==> config.mk <==
export PLATFORM = sky130hd
export DESIGN_NAME = fpu_to_int
export DESIGN_NICKNAME = d
export VERILOG_FILES = /design/src/rtl/fpu_to_int.sv
export SDC_FILE = /design/constraint.sdc
export NUM_CORES = 1
export LEC_CHECK = 0
export CORE_MARGIN = 10
export CORE_UTILIZATION = 40
export DETAILED_ROUTE_END_ITERATION = 8
export PLACE_DENSITY_LB_ADDON = 0.08
export SKIP_LAST_GASP = 1
export SYNTH_ARGS = -nofsm -noshare
export SYNTH_HDL_FRONTEND = slang
export SYNTH_SLANG_ARGS = --single-unit
==> constraint.sdc <==
create_clock -name m_clk -period 2.6 [get_ports m_clk]
set_input_delay 0.52 -clock m_clk [delete_from_list [all_inputs] [get_ports m_clk]]
set_output_delay 0.52 -clock m_clk [all_outputs]
set_load 0.005 [all_outputs]
==> src/rtl/fpu_to_int.sv <==
// rtl/fpu_to_int.sv - float32 (1/11/20) to signed int32 converter, one shift per cycle; optional ROUND_NEAREST_EN
package fpu_to_int_pkg;
  typedef enum logic [1:0] {
    EXACT     = 2'd0,
    INEXACT   = 2'd1,
    UNDERFLOW = 2'd2,
    OVERFLOW  = 2'd3
  } g_eStatus;
endpackage

module fpu_to_int
  import fpu_to_int_pkg::*;
#(
  parameter int BIAS     = 1023,
  parameter bit SATURATE = 1'b1
) (
  input  logic        m_clk,
  input  logic        m_reset,
  input  logic        m_start,
  input  logic [31:0] m_opA,
  output logic        m_busy,
  output logic        m_done,
  output logic [31:0] m_dataOut,
  output g_eStatus    m_statusOut
);

  typedef enum logic [1:0] {S_IDLE, S_LOAD, S_SHIFT, S_FINAL} state_t;

  localparam logic signed [12:0] BIAS_S  = 13'(BIAS);
  localparam logic [31:0]        POS_MAX = 32'h7FFF_FFFF;
  localparam logic [31:0]        NEG_MAX = 32'h8000_0000;
`ifdef ROUND_NEAREST_EN
  localparam logic signed [12:0] E_MIN = -13'sd1;
`else
  localparam logic signed [12:0] E_MIN = 13'sd0;
`endif

  state_t      state_q, state_d;
  logic [31:0] op_q, op_d;
  logic [31:0] wrk_q, wrk_d;
  logic [4:0]  n_q, n_d;
  logic        left_q, left_d;
  logic        guard_q, guard_d;
  logic        sticky_q, sticky_d;
  logic        special_q, special_d;
  g_eStatus    sp_stat_q, sp_stat_d;
  logic [31:0] data_q, data_d;
  g_eStatus    status_q, status_d;
  logic        done_q, done_d;

  logic              sign;
  logic [10:0]       exp_f;
  logic [19:0]       mant;
  logic signed [12:0] e_s;
  logic [31:0]       sat_val;

  // Decode the captured operand into sign, unbiased exponent and the out-of-range value
  always_comb begin
    sign    = op_q[31];
    exp_f   = op_q[30:20];
    mant    = op_q[19:0];
    e_s     = $signed({2'b00, exp_f}) - BIAS_S;
    sat_val = SATURATE ? (sign ? NEG_MAX : POS_MAX) : 32'h0;
  end

  logic [32:0] mag;
  logic [31:0] res;
  logic        ovf_r;

  // Final magnitude (optionally rounded before negation) and the signed result
  always_comb begin
    mag   = {1'b0, wrk_q};
    ovf_r = 1'b0;
`ifdef ROUND_NEAREST_EN
    if (guard_q && (sticky_q || wrk_q[0])) mag = mag + 33'd1;
    ovf_r = sign ? (mag > {1'b0, NEG_MAX}) : (mag > {1'b0, POS_MAX});
`endif
    res = sign ? (32'd0 - mag[31:0]) : mag[31:0];
  end

  // Next-state and datapath for IDLE -> LOAD -> SHIFT -> FINAL
  always_comb begin
    state_d   = state_q;
    op_d      = op_q;
    wrk_d     = wrk_q;
    n_d       = n_q;
    left_d    = left_q;
    guard_d   = guard_q;
    sticky_d  = sticky_q;
    special_d = special_q;
    sp_stat_d = sp_stat_q;
    data_d    = data_q;
    status_d  = status_q;
    done_d    = 1'b0;
    case (state_q)
      S_IDLE: begin
        if (m_start) begin
          op_d    = m_opA;
          state_d = S_LOAD;
        end
      end
      S_LOAD: begin
        wrk_d     = {11'd0, 1'b1, mant};
        n_d       = 5'd0;
        left_d    = 1'b0;
        guard_d   = 1'b0;
        sticky_d  = 1'b0;
        special_d = 1'b1;
        sp_stat_d = EXACT;
        state_d   = S_FINAL;
        if (exp_f == 11'd0) begin
          // Zero and denormals both flush to 0
          wrk_d     = 32'd0;
          sp_stat_d = (mant == 20'd0) ? EXACT : UNDERFLOW;
        end else if (exp_f == 11'h7FF || e_s > 13'sd31 ||
                     (e_s == 13'sd31 && (!sign || mant != 20'd0))) begin
          wrk_d     = sat_val;
          sp_stat_d = OVERFLOW;
        end else if (e_s == 13'sd31) begin
          // -2^31 is the only representable value at e=31
          wrk_d = NEG_MAX;
        end else if (e_s < E_MIN) begin
          wrk_d     = 32'd0;
          sp_stat_d = UNDERFLOW;
        end else begin
          special_d = 1'b0;
          if (e_s > 13'sd20) begin
            left_d = 1'b1;
            n_d    = 5'(e_s - 13'sd20);
          end else begin
            n_d = 5'(13'sd20 - e_s);
          end
          if (n_d != 5'd0) state_d = S_SHIFT;
        end
      end
      S_SHIFT: begin
        if (left_q) begin
          wrk_d = {wrk_q[30:0], 1'b0};
        end else begin
          wrk_d    = {1'b0, wrk_q[31:1]};
          guard_d  = wrk_q[0];
          sticky_d = sticky_q | guard_q;
        end
        n_d = n_q - 5'd1;
        if (n_q == 5'd1) state_d = S_FINAL;
      end
      S_FINAL: begin
        state_d = S_IDLE;
        done_d  = 1'b1;
        if (special_q) begin
          data_d   = wrk_q;
          status_d = sp_stat_q;
        end else if (ovf_r) begin
          data_d   = sat_val;
          status_d = OVERFLOW;
        end else begin
          data_d   = res;
          status_d = (res == 32'd0)        ? UNDERFLOW :
                     (guard_q || sticky_q) ? INEXACT   : EXACT;
        end
      end
      default: state_d = S_IDLE;
    endcase
  end

  // State and output registers; reset aborts any conversion in flight
  always_ff @(posedge m_clk or negedge m_reset) begin
    if (!m_reset) begin
      state_q   <= S_IDLE;
      op_q      <= 32'd0;
      wrk_q     <= 32'd0;
      n_q       <= 5'd0;
      left_q    <= 1'b0;
      guard_q   <= 1'b0;
      sticky_q  <= 1'b0;
      special_q <= 1'b0;
      sp_stat_q <= EXACT;
      data_q    <= 32'd0;
      status_q  <= EXACT;
      done_q    <= 1'b0;
    end else begin
      state_q   <= state_d;
      op_q      <= op_d;
      wrk_q     <= wrk_d;
      n_q       <= n_d;
      left_q    <= left_d;
      guard_q   <= guard_d;
      sticky_q  <= sticky_d;
      special_q <= special_d;
      sp_stat_q <= sp_stat_d;
      data_q    <= data_d;
      status_q  <= status_d;
      done_q    <= done_d;
    end
  end

  assign m_busy      = (state_q != S_IDLE);
  assign m_done      = done_q;
  assign m_dataOut   = data_q;
  assign m_statusOut = status_q;

endmodule

### Word-level counts from Yosys, hierarchy flattened

Index checks and enable logic that the tools add are counted.

| storage, ports and cells | value |
|---|---|
| input port bits | 35 |
| word-level logic and storage cells | 97 |
| flip-flop bits (word level) | 112 |

| cells by class | value |
|---|---|
| add/sub/neg operators | 5 |
| bitwise operators | 1 |
| magnitude comparators | 3 |
| reductions and logical operators | 17 |
| multiplexer cells | 50 |
| eq/ne operators | 9 |

Operators with widths:

| operator | count |
|---|---|
| $mux 32 | 7 |
| $pmux 32 s2 | 1 |
| $mux 5 | 10 |
| $logic_not 32->1 | 1 |
| $sub 1x32->32 const A | 1 |
| $gt 12x6->1 const B | 2 |
| $mux 21 | 1 |
| $logic_not 20->1 | 1 |
| $reduce_bool 20->1 | 1 |
| $mux 1 | 18 |
| $mux 2 | 9 |
| $eq 12x6->1 const B | 1 |
| $lt 12x1->1 const B | 1 |
| $sub 11x10->12 const B | 1 |
| $eq 11x11->1 const B | 1 |
| $logic_not 11->1 | 1 |
| $pmux 5 s2 | 1 |
| $pmux 2 s4 | 1 |
| $ne 2x2->1 const B | 3 |
| $reduce_and 2->1 | 3 |
| $eq 5x1->1 const B | 1 |
| $reduce_bool 5->1 | 1 |
| $sub 5x1->5 const B | 1 |
| $sub 5x5->5 const A | 1 |
| 10 further kinds | 16 |

### Logic depth before layout (Yosys ltp)

Gate-level depths: netlist of the first run.

| logic depth | value |
|---|---|
| depth in word-level cells | 15 |
| gate-level depth with buffers | 12 |
| mapped depth without buffers | 10 |

### Worst setup path before layout of the first run

Ideal clock, no wire load.

| timing path | value |
|---|---|
| kind | register -> register |
| start point | reg wrk_q[1] |
| end point | reg status_q[1] (netlist: m_statusOut[1]) |
| path buffers | 1 |
| cell stages (with the launch flop) | 12 |
| period minus slack after synthesis | 2.632 ns |
| data required time | 2.535 ns |
| data arrival time | 2.567 ns |
| setup slack | -0.032 ns |
| setup time | 0.065 ns |
| cell sequence | dfrtp_1 -> inv_1 -> ha_1 -> nor2b_1 -> clkbuf_1 -> nand4_1 -> mux2i_1 -> or4b_1 -> nor4_1 -> nand4_1 -> o211ai_1 -> o21a_1 |

| on the way | value |
|---|---|
| cells in the longest elaborated chain, start to end | 5 |

RTL lines:

| item | RTL line | source |
|---|---|---|
| start: declaration | 40 | `logic [31:0] wrk_q, wrk_d;` |
| start signal: assignment | 184 | `wrk_q <= wrk_d;` |
| $sub 1x32->32 | 78 | `res = sign ? (32'd0 - mag[31:0]) : mag[31:0];` |
| $mux 32 (*) | 78 |  |
| $logic_not 32->1 (*) | 158 | `status_d = (res == 32'd0) ? UNDERFLOW :` |
| $mux 2 (*) | 158 |  |
| $mux 2 (*) | 150 | `if (special_q) begin` |
| end signal: assignment | 192 | `status_q <= status_d;` |
| end: declaration | 48 | `g_eStatus status_q, status_d;` |

Mark *: on every way between the ends. The rest lies on a longest branch, timed or not.
A chain may end at the register's enable or synchronous reset.

### Worst setup path after layout of the first run

| timing path | value |
|---|---|
| start point | reg wrk_q[6] |
| end point | reg status_q[1] (netlist: m_statusOut[1]) |

Same word-level chain as after synthesis.

==> reports/metrics.cfg, run 1 <==
[run_status]
status=complete, no violations

[clock_tree]
worstSkewPairLatency_ns=0.37
clock_input_transition_at_the_sequential_cells_of_the_worst_setup_and_hold_paths_ns=0.08
cts.sink_count=112
cts.htree.levels=3
cts.root.buffer_cell=sky130_fd_sc_hd__clkbuf_16
tritoncts.num_buffers=9
tritoncts_clock_tree=built
hold_buffers=0
cts_buffer_depth=2

[logic_synthesis]
synthCells=793
synth.yosys.seq_area_share=0.4016
syn-cell-area_mm2=0.006978
synth-async-reset-ratio=1.000
postSynth.topFlopCell=sky130_fd_sc_hd__dfrtp_1
synth_top_area_cell=sky130_fd_sc_hd__dfrtp_1
count_of_flip_flops_with_a_built_in_enable_after_synthesis=0
ys_ff_latch=112
mappedNetlistNets=843
yosysWarningCount=0
yosys.cell_types.count=69
post_synth.cell_area_avg_um2=8.799
synth_area_leaders=sky130_fd_sc_hd__dfrtp_1 (40%), sky130_fd_sc_hd__mux2_2 (7.6%), sky130_fd_sc_hd__a21oi_1 (7.0%)
synthDominantCellAreaShare=0.4016

[global_routing]
antenna_found_initial=0
global_route.overflow_total=0
globalRouteMet3Util=0.03161
grt_pass1_wl_mm=33.38
gr_layer_usage_met1=0.2263
grt_use_met2=0.2825
grt.busiest_layer=met2
pin_count_of_the_biggest_net_entering_global_routing=47
via_count_of_the_first_global_routing_pass=6274
grt_util_all_layers=0.1727

[cells_and_area]
insertedDiodeCount=0
flow.area_growth_from_synthesis_pct=27.79
finalNetCount=954
post_layout_nonfiller_instances=1134
post_route_cells_drive_above_1_share=0.2233

[sta]
timing_max_transition_violations_final=0
post-route-period-util=0.9962
setup_total_negative_slack_ns=0
post-route-min-period_ns=2.590
timing.final.hold_violations=0
fmaxAchievable_mhz=386.1
tightest_slew_ns=0.6580
fin_hold_ws_ns=0.08555
setup_viol=0
rel_slew_slack=0.5613
finalClockSkew_ns=0.009072
rsz0062_at_grt=true

[run]
cap_viol_max_count=0

[critical_path]
critical_path_class=reg -> reg
worst_path_dominant_cell_family=simple AND/OR/NAND/NOR gates
timing.critical_path.slowest_stage_cell=sky130_fd_sc_hd__dfrtp_1
critical_path.reg2reg.startpoint=wrk_q[6]
critPathBufInv=1
cell_with_the_most_instances_on_the_worst_path=sky130_fd_sc_hd__nand4_1
max_stage_delay_ns=0.42
timing.critical_path.arrival_ns=2.89
timing.critical_path.required_ns=2.90
critPathLaunchType=register
cp-startpoint=wrk_q[6]
crit_path_end_kind=register
cp_cell_sequence=nor4_4, buf_4, nand4_1, nor4_2, mux2_2, a211oi_2, nand4_1, o211ai_1, o21a_1
maximum_fanout_along_the_worst_path=4

[die]
dieHeight_um=152.1
row_count=48
fp.dieArea_mm2=0.02313
die-width_um=152.1
io-pin-count=71
core_region_area_mm2=0.01718
initial_core_utilization=0.4062

[placed_design]
routability_congestion=0.8811
post-place-cells=1112
dp.final_hpwl_mm=15.13
buffer_ports.inserted=70

[min_path]
holdCritPathClass=in -> async

[power]
vdd.ir_drop.worst_mv=0.5715
p_per_area_mw_per_mm2=1358
cellLeakagePower_nw=3.582
power.total_mw=12.11

[routing]
avgViaCountPerCell=5.472
wl_per_cell_um=17.81
dr.pass1.iters=5
post-route-drc-count=0
vias=6205
route.antenna.remaining_nets=0
initialDrtViolationCount=430
detail_route.wirelength_mm=20.20

metal layers:
| layer | routed length, um | vias to the layer above |
|---|---|---|
| met2 | 9646 | 136 |
| li1 | - | 3032 |
| met4 | 347 | 0 |
| met1 | 9409 | 3014 |
| met3 | 794 | 23 |
| met5 | 0 | - |
logic make-up (layout without fill, tap and decap cells):
family,count (synthesis),in the layout,share of synthesized area
xor gates and xnor gates,38,38,0.04769
adders and majority gates,15,15,0.02690
and+or+nand+nor,279,279,0.1999
muxes,71,71,0.1105
buffers and inverters,95,211,0.05612
AOI/OAI and AO/OA,183,183,0.1573
DFF,112,112,0.4016
report_power, final:
part	switching (mW)	internal, mW	total, mW
clock	0.719	0.871	1.59
sequential	0.825	2.67	3.49
combinational	3.73	3.30	7.03
state kept, by name, indices dropped and copies added (netlist names):
register,cells
op_q,32
state_q,2
sticky_q,1
m_done,1
n_q,5
guard_q,1
left_q,1
sp_stat_q,2
m_dataOut,32
special_q,1
m_statusOut,2
wrk_q,32
through the flow:
stage / setup WS (ns) / instance area (um2) / utilization
floorplan: 0.03885 / 6979 / -
global placement: -0.005885 / 8457 / 0.4924
detailed placement: -0.1137 / 8457 / 0.4924
CTS: -0.07925 / 8872 / 0.5165
global route: -0.1346 / 8917 / 0.5192
finish: 0.01000 / 8917 / 0.5192
cell usage after synthesis, types with 10 or more instances:
cell,number
sky130_fd_sc_hd__xor2_1,16
sky130_fd_sc_hd__ha_1,15
sky130_fd_sc_hd__a21oi_1,97
sky130_fd_sc_hd__nor2_1,122
sky130_fd_sc_hd__inv_1,17
sky130_fd_sc_hd__o21ai_0,19
sky130_fd_sc_hd__nor4_1,18
sky130_fd_sc_hd__xnor2_1,22
sky130_fd_sc_hd__a31oi_1,13
sky130_fd_sc_hd__buf_2,10
sky130_fd_sc_hd__nor3_1,18
sky130_fd_sc_hd__nand4_1,11
sky130_fd_sc_hd__clkbuf_1,58
sky130_fd_sc_hd__mux2_2,47
sky130_fd_sc_hd__dfrtp_1,112
sky130_fd_sc_hd__mux2i_1,23
sky130_fd_sc_hd__nand3_1,14
sky130_fd_sc_hd__o31ai_1,10
sky130_fd_sc_hd__nand2_1,45
placed cells by master (no fill, tap or decap), types with 5 or more instances in the layout:
cell,n
sky130_fd_sc_hd__buf_12,5
sky130_fd_sc_hd__o31ai_1,10
sky130_fd_sc_hd__inv_1,17
sky130_fd_sc_hd__o21ai_0,19
sky130_fd_sc_hd__mux2i_1,23
sky130_fd_sc_hd__nor4_1,16
sky130_fd_sc_hd__xor2_1,14
sky130_fd_sc_hd__o22ai_1,6
sky130_fd_sc_hd__and3_1,5
sky130_fd_sc_hd__nor3_1,18
sky130_fd_sc_hd__a21oi_1,97
sky130_fd_sc_hd__ha_1,12
sky130_fd_sc_hd__mux2_2,47
sky130_fd_sc_hd__o211ai_1,6
sky130_fd_sc_hd__dfrtp_1,111
sky130_fd_sc_hd__nor2_1,122
sky130_fd_sc_hd__clkdlybuf4s50_1,69
sky130_fd_sc_hd__a31oi_1,13
sky130_fd_sc_hd__buf_4,102
sky130_fd_sc_hd__nand3_1,14
sky130_fd_sc_hd__xnor2_1,22
sky130_fd_sc_hd__nand2_1,45
sky130_fd_sc_hd__nand4_1,11
sky130_fd_sc_hd__clkbuf_16,9
timing repair:
| item | in CTS | in global routing |
|---|---|---|
| buffers inserted | 5 | 1 |
| setup endpoints to repair | 25 | 39 |
| resized for setup | 10 | 9 |
| pin swaps | 5 | 6 |
worst paths after layout:
| path | to | slack, ns | cells past startpoint |
|---|---|---|---|
| worst max-delay path | m_statusOut[1] | 0.01 | 9 |
| worst max register to register | m_statusOut[1] | 0.01 | 9 |
| min in group m_clk | m_dataOut[0] | 0.51 | 1 |
| worst min register to register | m_dataOut[0] | 0.51 | 1 |
| max in group asynchronous | op_q[4] | 1.83 | 2 |
| worst min-delay path | m_dataOut[17] | 0.09 | 1 |
worst reg2reg max path, cell delays in order, from the launching register on:
cell                       delay (ns)
sky130_fd_sc_hd__dfrtp_1         0.42
sky130_fd_sc_hd__nor4_4          0.28
sky130_fd_sc_hd__buf_4           0.17
sky130_fd_sc_hd__nand4_1         0.20
sky130_fd_sc_hd__nor4_2          0.34
sky130_fd_sc_hd__mux2_2          0.38
sky130_fd_sc_hd__a211oi_2        0.21
sky130_fd_sc_hd__nand4_1         0.17
sky130_fd_sc_hd__o211ai_1        0.21
sky130_fd_sc_hd__o21a_1          0.14
final cells by class:
type	count	area, um2
Clock inverter	7	108.9
Tap cell	225	281.5
Sequential cell	112	2804
Fill cell	1664	8259
Timing Repair Buffer	176	1556
Multi-Input combinational cell	586	3870
Inverter	19	71.32
Clock buffer	9	225.2
Note: power is estimated with default switching activity, not from simulation.
==> run 2: changes to the inputs <==
--- a/config.mk
+++ b/config.mk
@@ -8,6 +8,7 @@
 export CORE_MARGIN = 10
 export CORE_UTILIZATION = 40
 export DETAILED_ROUTE_END_ITERATION = 8
+export GPL_ROUTABILITY_DRIVEN = 0
 export PLACE_DENSITY_LB_ADDON = 0.08
 export SKIP_LAST_GASP = 1
 export SYNTH_ARGS = -nofsm -noshare
==> run 2 against run 1 <==
  * Hold slack better by 0.0099 ns
  * Sequential share of layout area up 0.16 points
  * Clock skew up 0.0030 ns
  * Final area down 0.36%
  * Count of clock-buffer cells in the layout up 2
  * Critical endpoint unchanged
==> reports/metrics.cfg, run 2 (synthesis results as in run 1) <==
[global_routing]
grt_util_all_layers=0.1630  ; -0.009706
global_route.overflow_total=0  ; unchanged
grt_pass1_wl_mm=31.70  ; -5.0%
antenna_found_initial=0  ; unchanged
pin_count_of_the_biggest_net_entering_global_routing=52  ; +11%
via_count_of_the_first_global_routing_pass=6064  ; -3.3%

[sta]
timing_max_transition_violations_final=0  ; unchanged
fmaxAchievable_mhz=384.7  ; -0.36%
finalClockSkew_ns=0.01212  ; +0.003044 ns
timing.final.hold_violations=0  ; unchanged
tightest_slew_ns=0.5791  ; -0.07897 ns
rel_slew_slack=0.6104  ; +0.04909
setup_viol=0  ; unchanged
post-route-period-util=0.9998  ; +0.003641
post-route-min-period_ns=2.599  ; +0.009468 ns
rsz0062_at_grt=true

[clock_tree]
cts.root.buffer_cell=sky130_fd_sc_hd__clkbuf_16
cts.sink_count=112  ; unchanged
tritoncts.num_buffers=9  ; unchanged
tritoncts_clock_tree=built
cts.htree.levels=3  ; unchanged
clock_input_transition_at_the_sequential_cells_of_the_worst_setup_and_hold_paths_ns=0.07  ; about the same
cts_buffer_depth=2  ; unchanged
worstSkewPairLatency_ns=0.37  ; about the same

[routing]
dr.pass1.iters=5  ; unchanged
initialDrtViolationCount=530  ; +23%
wl_per_cell_um=17.92  ; +0.62%
vias=6296  ; +1.5%
post-route-drc-count=0  ; unchanged
detail_route.wirelength_mm=19.98  ; -1.1%
avgViaCountPerCell=5.647  ; +3.2%
route.antenna.remaining_nets=0  ; unchanged

[cells_and_area]
post_route_cells_drive_above_1_share=0.2258  ; +0.002520
layout.cells.most_common_list=sky130_fd_sc_hd__nor2_1 (121), sky130_fd_sc_hd__dfrtp_1 (108), sky130_fd_sc_hd__a21oi_1 (89)
insertedDiodeCount=0  ; unchanged
flow.area_growth_from_synthesis_pct=27.33
finalInstanceArea_mm2=0.008885  ; -0.36%
finalNetCount=935  ; -2.0%
layout.cells.most_common=sky130_fd_sc_hd__nor2_1

[min_path]
holdCritPathClass=in -> async

[power]
cellLeakagePower_nw=3.521  ; -1.7%
power.share.clock=0.121  ; -0.010
cell_internal_pwr_mw=6.842  ; about the same
p_seq_frac=0.289  ; about the same
power_switching_mw=5.397  ; +2.4%
vdd.ir_drop.worst_mv=0.5240  ; -8.3%
power.total_mw=12.24  ; +1.0%
p_per_area_mw_per_mm2=1377  ; +1.4%
power.share.switching=0.4410  ; +0.005750
comb_power_share=0.590  ; +0.009

[placed_design]
buffer_ports.inserted=70  ; unchanged
dp.final_hpwl_mm=14.37  ; -5.0%
placed_cell_area_mm2=0.008314  ; -1.7%

[critical_path]
maximum_fanout_along_the_worst_path=5  ; +1
critPathLaunchType=register
timing.critical_path.arrival_ns=2.90  ; about the same
critical_path_class=reg -> reg
timing.critical_path.required_ns=2.90  ; about the same
crit_path_end_kind=register
r2r_setup_slack_ns=0.0005  ; about the same

[die]
fp.dieArea_mm2=0.02313  ; unchanged
io-pin-count=71  ; unchanged
core_region_area_mm2=0.01718  ; unchanged
initial_core_utilization=0.4062  ; unchanged
dieHeight_um=152.1  ; unchanged
die-width_um=152.1  ; unchanged
row_count=48  ; unchanged

[run]
cap_viol_max_count=0  ; unchanged

[run_status]
status=complete, no violations

-- run 2: cell type report --
| class | count | area (um2) |
|---|---|---|
| fillers | 1659 | 8292 |
| multi-input cells | 586 | 3968 |
| flip-flops and latches | 112 | 2808 |
| repair buffers | 157 | 1443 |
| well taps | 225 | 281.5 |
| clock buffers | 11 | 252.7 |
| inverters | 19 | 71.32 |
| clock inverters | 5 | 61.31 |
-- run 2: stage by stage --
stage                     setup TNS (ns)  utilization  hold slack, ns  worst slack, ns  instances
after CTS                      -0.001633       0.5045          0.1004        -0.001633       1110
after detailed placement        -0.04061       0.4840          0.4893         -0.04061       1093
after global routing              -1.563       0.5173          0.1123          -0.1283       1115
after floorplan                        0            -          0.2244          0.03885        793
after global placement                 0       0.4840          0.4932         0.009559       1093
final                                  0       0.5173         0.09542        0.0005331       1115
-- run 2: final timing paths --
kind,endpoint,startpoint,depth (start not counted)
min reg2reg,m_dataOut[16],m_dataOut[16],2
max reg2reg,m_statusOut[1],wrk_q[1],11
min,m_dataOut[28],m_reset,1
max,m_statusOut[1],wrk_q[1],11
max in group asynchronous,wrk_q[3],m_reset,2
min in group m_clk,m_dataOut[16],m_dataOut[16],2
-- run 2: power by group through the flow --
stage / sequential (mW) / combinational, mW / clock (mW)
final: 3.54 / 7.22 / 1.48
after global placement: 3.47 / 6.54 / 0
after CTS: 3.49 / 6.74 / 1.52
after global routing: 3.66 / 7.94 / 1.59
after detailed placement: 3.51 / 6.67 / 0
after floorplan: 3.18 / 4.39 / 0
-- run 2: worst max-delay path, stage by stage, from the launching register on --
cell                       delay [ns]
sky130_fd_sc_hd__dfrtp_2         0.41
sky130_fd_sc_hd__inv_1           0.05
sky130_fd_sc_hd__ha_1            0.20
sky130_fd_sc_hd__buf_4           0.15
sky130_fd_sc_hd__nor2_2          0.09
sky130_fd_sc_hd__mux2_4          0.15
sky130_fd_sc_hd__a32oi_2         0.12
sky130_fd_sc_hd__or4b_4          0.59
sky130_fd_sc_hd__nor4_4          0.27
sky130_fd_sc_hd__nand4_1         0.14
sky130_fd_sc_hd__o211ai_1        0.22
sky130_fd_sc_hd__o21a_1          0.14
-- run 2: repair_timing --
item,in CTS,in global routing
cloned,0,2
endpoints found under the setup margin,3,38
resized for setup,6,37
setup buffers,1,3
hold buffers,0,0
pin swaps,1,10
endpoints found under the hold margin,0,0
-- run 2: routing by layer --
| metal | global-route usage | up-vias | share of wire |
|---|---|---|---|
| li1 | - | 3007 | - |
| met1 | 0.2157 | 3073 | 0.46 |
| met2 | 0.2585 | 169 | 0.46 |
| met3 | 0.03161 | 47 | 0.047 |
| met4 | 0.05869 | 0 | 0.026 |
| met5 | 0 | - | 0 |
==> run 3: changes to the inputs <==
--- a/config.mk
+++ b/config.mk
@@ -5,11 +5,13 @@
 export SDC_FILE = /design/constraint.sdc
 export NUM_CORES = 1
 export LEC_CHECK = 0
+export ABC_AREA = 1
 export CORE_MARGIN = 10
 export CORE_UTILIZATION = 40
 export DETAILED_ROUTE_END_ITERATION = 8
 export GPL_ROUTABILITY_DRIVEN = 0
 export PLACE_DENSITY_LB_ADDON = 0.08
+export SETUP_SLACK_MARGIN = 0.5
 export SKIP_LAST_GASP = 1
 export SYNTH_ARGS = -nofsm -noshare
 export SYNTH_HDL_FRONTEND = slang
==> run 3 against run 2 <==
  * Final area grew 4.5%
  * Core utilization increased by 0.14 points
  * Sequential share of layout area shrank 1.2 points
  * Via count up 4.4%
  * Clock skew decreased by 0.00058 ns
  * Combinational power up 16%
  * Sequential power rose by 2%
  * Die area increased by 3.1%
  * Global-route usage increased by 0.16 points
  * Count of clock-buffer cells in the layout is 2 lower
  * Largest cell class unchanged
  * Largest power group unchanged
==> reports/metrics.cfg, run 3 <==
[logic_synthesis]
synth_area_leaders=sky130_fd_sc_hd__dfrtp_1 (39%), sky130_fd_sc_hd__nand2_1 (10%), sky130_fd_sc_hd__a21oi_1 (7.0%)
synth_simple_gate_area_frac=0.2688  ; +0.06885
synthCells=953  ; +20%
synthXorXnorAreaFrac=0.02908  ; -0.01862
synth.yosys.seq_area_share=0.3877  ; -0.01397
fraction_of_the_mapped_netlist_area_in_adder_cells=0.02596  ; -0.0009356
count_of_flip_flops_with_a_built_in_enable_after_synthesis=0  ; unchanged
largest_family_of_logic_cells_by_synthesized_area=simple AND/OR/NAND/NOR gates
yosysWarningCount=0  ; unchanged
synth.area.mux_share=0.007788  ; -0.1027
synth_most_common_cell=sky130_fd_sc_hd__nand2_1
netlist_top_cells_count=sky130_fd_sc_hd__nand2_1 (194), sky130_fd_sc_hd__nor2_1 (133), sky130_fd_sc_hd__dfrtp_1 (112), sky130_fd_sc_hd__a21oi_1 (101), sky130_fd_sc_hd__inv_1 (91)
postSynth.topFlopCell=sky130_fd_sc_hd__dfrtp_1
post_synth.cell_area_avg_um2=7.586  ; -14%
synth-async-reset-ratio=1.000  ; unchanged
mappedNetlistNets=1003  ; +19%
synthDominantCellAreaShare=0.3877  ; -0.01397
synth_compound_area_frac=0.1973  ; +0.04005
yosys.cell_types.count=45  ; -35%
synth_top_area_cell=sky130_fd_sc_hd__dfrtp_1
syn-cell-area_mm2=0.007229  ; +3.6%
ys_ff_latch=112  ; unchanged

[sta]
rsz0062_at_grt=true
timing.final.hold_violations=0  ; unchanged
timing_max_transition_violations_final=0  ; unchanged
rel_slew_slack=0.5683  ; -0.04209
tightest_slew_ns=0.6476  ; +0.06848 ns
setup_total_negative_slack_ns=0  ; unchanged
post-route-min-period_ns=2.224  ; -0.3751 ns
finalClockSkew_ns=0.01154  ; -0.0005801 ns
fmaxAchievable_mhz=449.6  ; +17%
post-route-period-util=0.8555  ; -0.1443
setup_viol=0  ; unchanged

[clock_tree]
cts.htree.levels=3  ; unchanged
clock_input_transition_at_the_sequential_cells_of_the_worst_setup_and_hold_paths_ns=0.07  ; about the same
tritoncts_clock_tree=built
cts_buffer_depth=2  ; unchanged
worstSkewPairLatency_ns=0.36  ; about the same
hold_buffers=0  ; unchanged
cts.sink_count=112  ; unchanged
cts.root.buffer_cell=sky130_fd_sc_hd__clkbuf_16
tritoncts.num_buffers=9  ; unchanged

[cells_and_area]
flow.area_growth_from_synthesis_pct=28.44
sequential_cell_area_mm2=0.002819  ; +0.40%
fillerInstances=1780  ; +7.3%
multi_input_gate_area_in_the_final_layout_mm2=0.004234  ; +6.7%
layout.cells.most_common=sky130_fd_sc_hd__nand2_1
post_route_cells_drive_above_1_share=0.2363  ; +0.01045
finalNetCount=1103  ; +18%
insertedDiodeCount=0  ; unchanged
layout.cells.most_common_list=sky130_fd_sc_hd__nand2_1 (182), sky130_fd_sc_hd__nor2_1 (103), sky130_fd_sc_hd__a21oi_1 (100)

[critical_path]
r2r.worst_path.cells=15  ; +4
max_stage_delay_ns=0.45  ; -0.14 ns
maximum_fanout_along_the_worst_path=5  ; unchanged
crit_path_end_kind=register
critical_path.reg2reg.startpoint=op_q[20]
cp_cell_sequence=ha_4, nand2_4, buf_4, inv_2, nor2_4, inv_2, ha_4, inv_1, nand4_1, nand3_4, nand3_4, buf_4, a21oi_2, nor2_2, a2bb2oi_2
critPathLaunchType=register
timing.critical_path.arrival_ns=2.46  ; -0.44 ns
worst_path_dominant_cell_family=simple AND/OR/NAND/NOR gates
timing.critical_path.slowest_stage_cell=sky130_fd_sc_hd__dfrtp_2
timing.critical_path.depth=15  ; +4
worstReg2RegEnd=n_q[1]
r2r_setup_slack_ns=0.38  ; +0.38 ns
critPathBufInv=5  ; +3
timing.critical_path.required_ns=2.84  ; -0.06 ns
critical_path_class=reg -> reg

[routing]
detail_route.wirelength_mm=20.09  ; +0.57%
post-route-drc-count=0  ; unchanged
vias=6571  ; +4.4%
initialDrtViolationCount=519  ; -2.1%
route.antenna.remaining_nets=0  ; unchanged
wl_per_cell_um=15.61  ; -13%
avgViaCountPerCell=5.106  ; -9.6%
dr.pass1.iters=5  ; unchanged

[global_routing]
pin_count_of_the_biggest_net_entering_global_routing=48  ; -7.7%
global_route.overflow_total=0  ; unchanged
grt_pass1_wl_mm=32.82  ; +3.5%
via_count_of_the_first_global_routing_pass=6180  ; +1.9%
grt_util_all_layers=0.1646  ; +0.001593
antenna_found_initial=0  ; unchanged

[power]
cellLeakagePower_nw=4.210  ; +20%
power.total_mw=13.34  ; +9.0%
vdd.ir_drop.worst_mv=0.5409  ; +3.2%
p_per_area_mw_per_mm2=1437  ; +4.3%

[die]
row_count=49  ; +2.1%
die-width_um=154.4  ; +1.6%
fp.dieArea_mm2=0.02385  ; +3.1%
io-pin-count=71  ; unchanged
dieHeight_um=154.4  ; +1.6%
initial_core_utilization=0.4038  ; -0.002420
core_region_area_mm2=0.01790  ; +4.2%

[placed_design]
dp.final_hpwl_mm=14.63  ; +1.8%
buffer_ports.inserted=70  ; unchanged

[run]
cap_viol_max_count=0  ; unchanged

[min_path]
holdCritPathClass=in -> async

[run_status]
status=complete, no violations

==> run 3: power breakdown <==
part | internal (mW) | total [mW] | switching [mW] | leakage (nW)
sequential | 2.68 | 3.61 | 0.924 | 1.30
combinational | 3.54 | 8.41 | 4.87 | 2.78
clock | 0.652 | 1.33 | 0.678 | 0.136
==> run 3: what timing repair did <==
action | in CTS | in global routing
setup buffers | 24 | 17
resized for setup | 53 | 78
pin swaps | 15 | 36
setup endpoints to repair | 44 | 47
gates cloned | 1 | 0
==> run 3: worst max-delay path by stage <==
stage                   from             end
floorplan           op_q[21]      state_q[0]
global route        op_q[20]          n_q[1]
detailed placement  wrk_q[0]  m_statusOut[0]
CTS                 op_q[20]        wrk_q[7]
finish              op_q[20]          n_q[1]
global placement    op_q[21]      state_q[0]
==> run 3: cells by family (layout without fill, tap and decap cells) <==
kind of cell,Yosys count,count (layout)
fa+ha+maj,15,15
mux,5,5
xor+xnor,24,24
flops,112,112
simple gates,431,431
compound gates,223,223
buf+inv,143,248
==> run 3: cell type report <==
type	instances	area share
clock inverters	7	0.004851
repair buffers	134	0.1403
well taps	229	0.03086
flip-flops and latches	112	0.3036
clock buffers	9	0.02426
multi-input cells	698	0.4560
inverters	98	0.04016
==> run 3: per-stage QoR <==
step / util / setup WS [ns] / instance area (um2) / hold WS [ns] / cells
final: 0.5187 / 0.3756 / 9285 / 0.1787 / 1287
after global routing: 0.5187 / 0.2483 / 9285 / 0.2298 / 1287
after CTS: 0.4965 / 0.4128 / 8889 / 0.2075 / 1270
after detailed placement: 0.4584 / 0.1448 / 8207 / 0.4662 / 1229
after global placement: 0.4584 / 0.2223 / 8207 / 0.4634 / 1229
after floorplan: - / 0.5179 / 7237 / 0.2244 / 953
==> run 3: metal layers <==
| layer | track usage | vias to the layer above | wire length (um) |
|---|---|---|---|
| met2 | 0.2300 | 170 | 8441 |
| met4 | 0.04049 | 0 | 169 |
| met5 | 0 | - | 0 |
| met1 | 0.2516 | 3064 | 10450 |
| li1 | - | 3327 | - |
| met3 | 0.03050 | 10 | 1032 |
==> run 3: worst register-to-register path: cells and delay by family (launching register included) <==
kind | cells | cell delay (ns)
buffers and inverters | 5 | 0.44
adders and majority gates | 2 | 0.36
AOI/OAI and AO/OA | 2 | 0.26
DFF | 1 | 0.45
and+or+nand+nor | 6 | 0.58
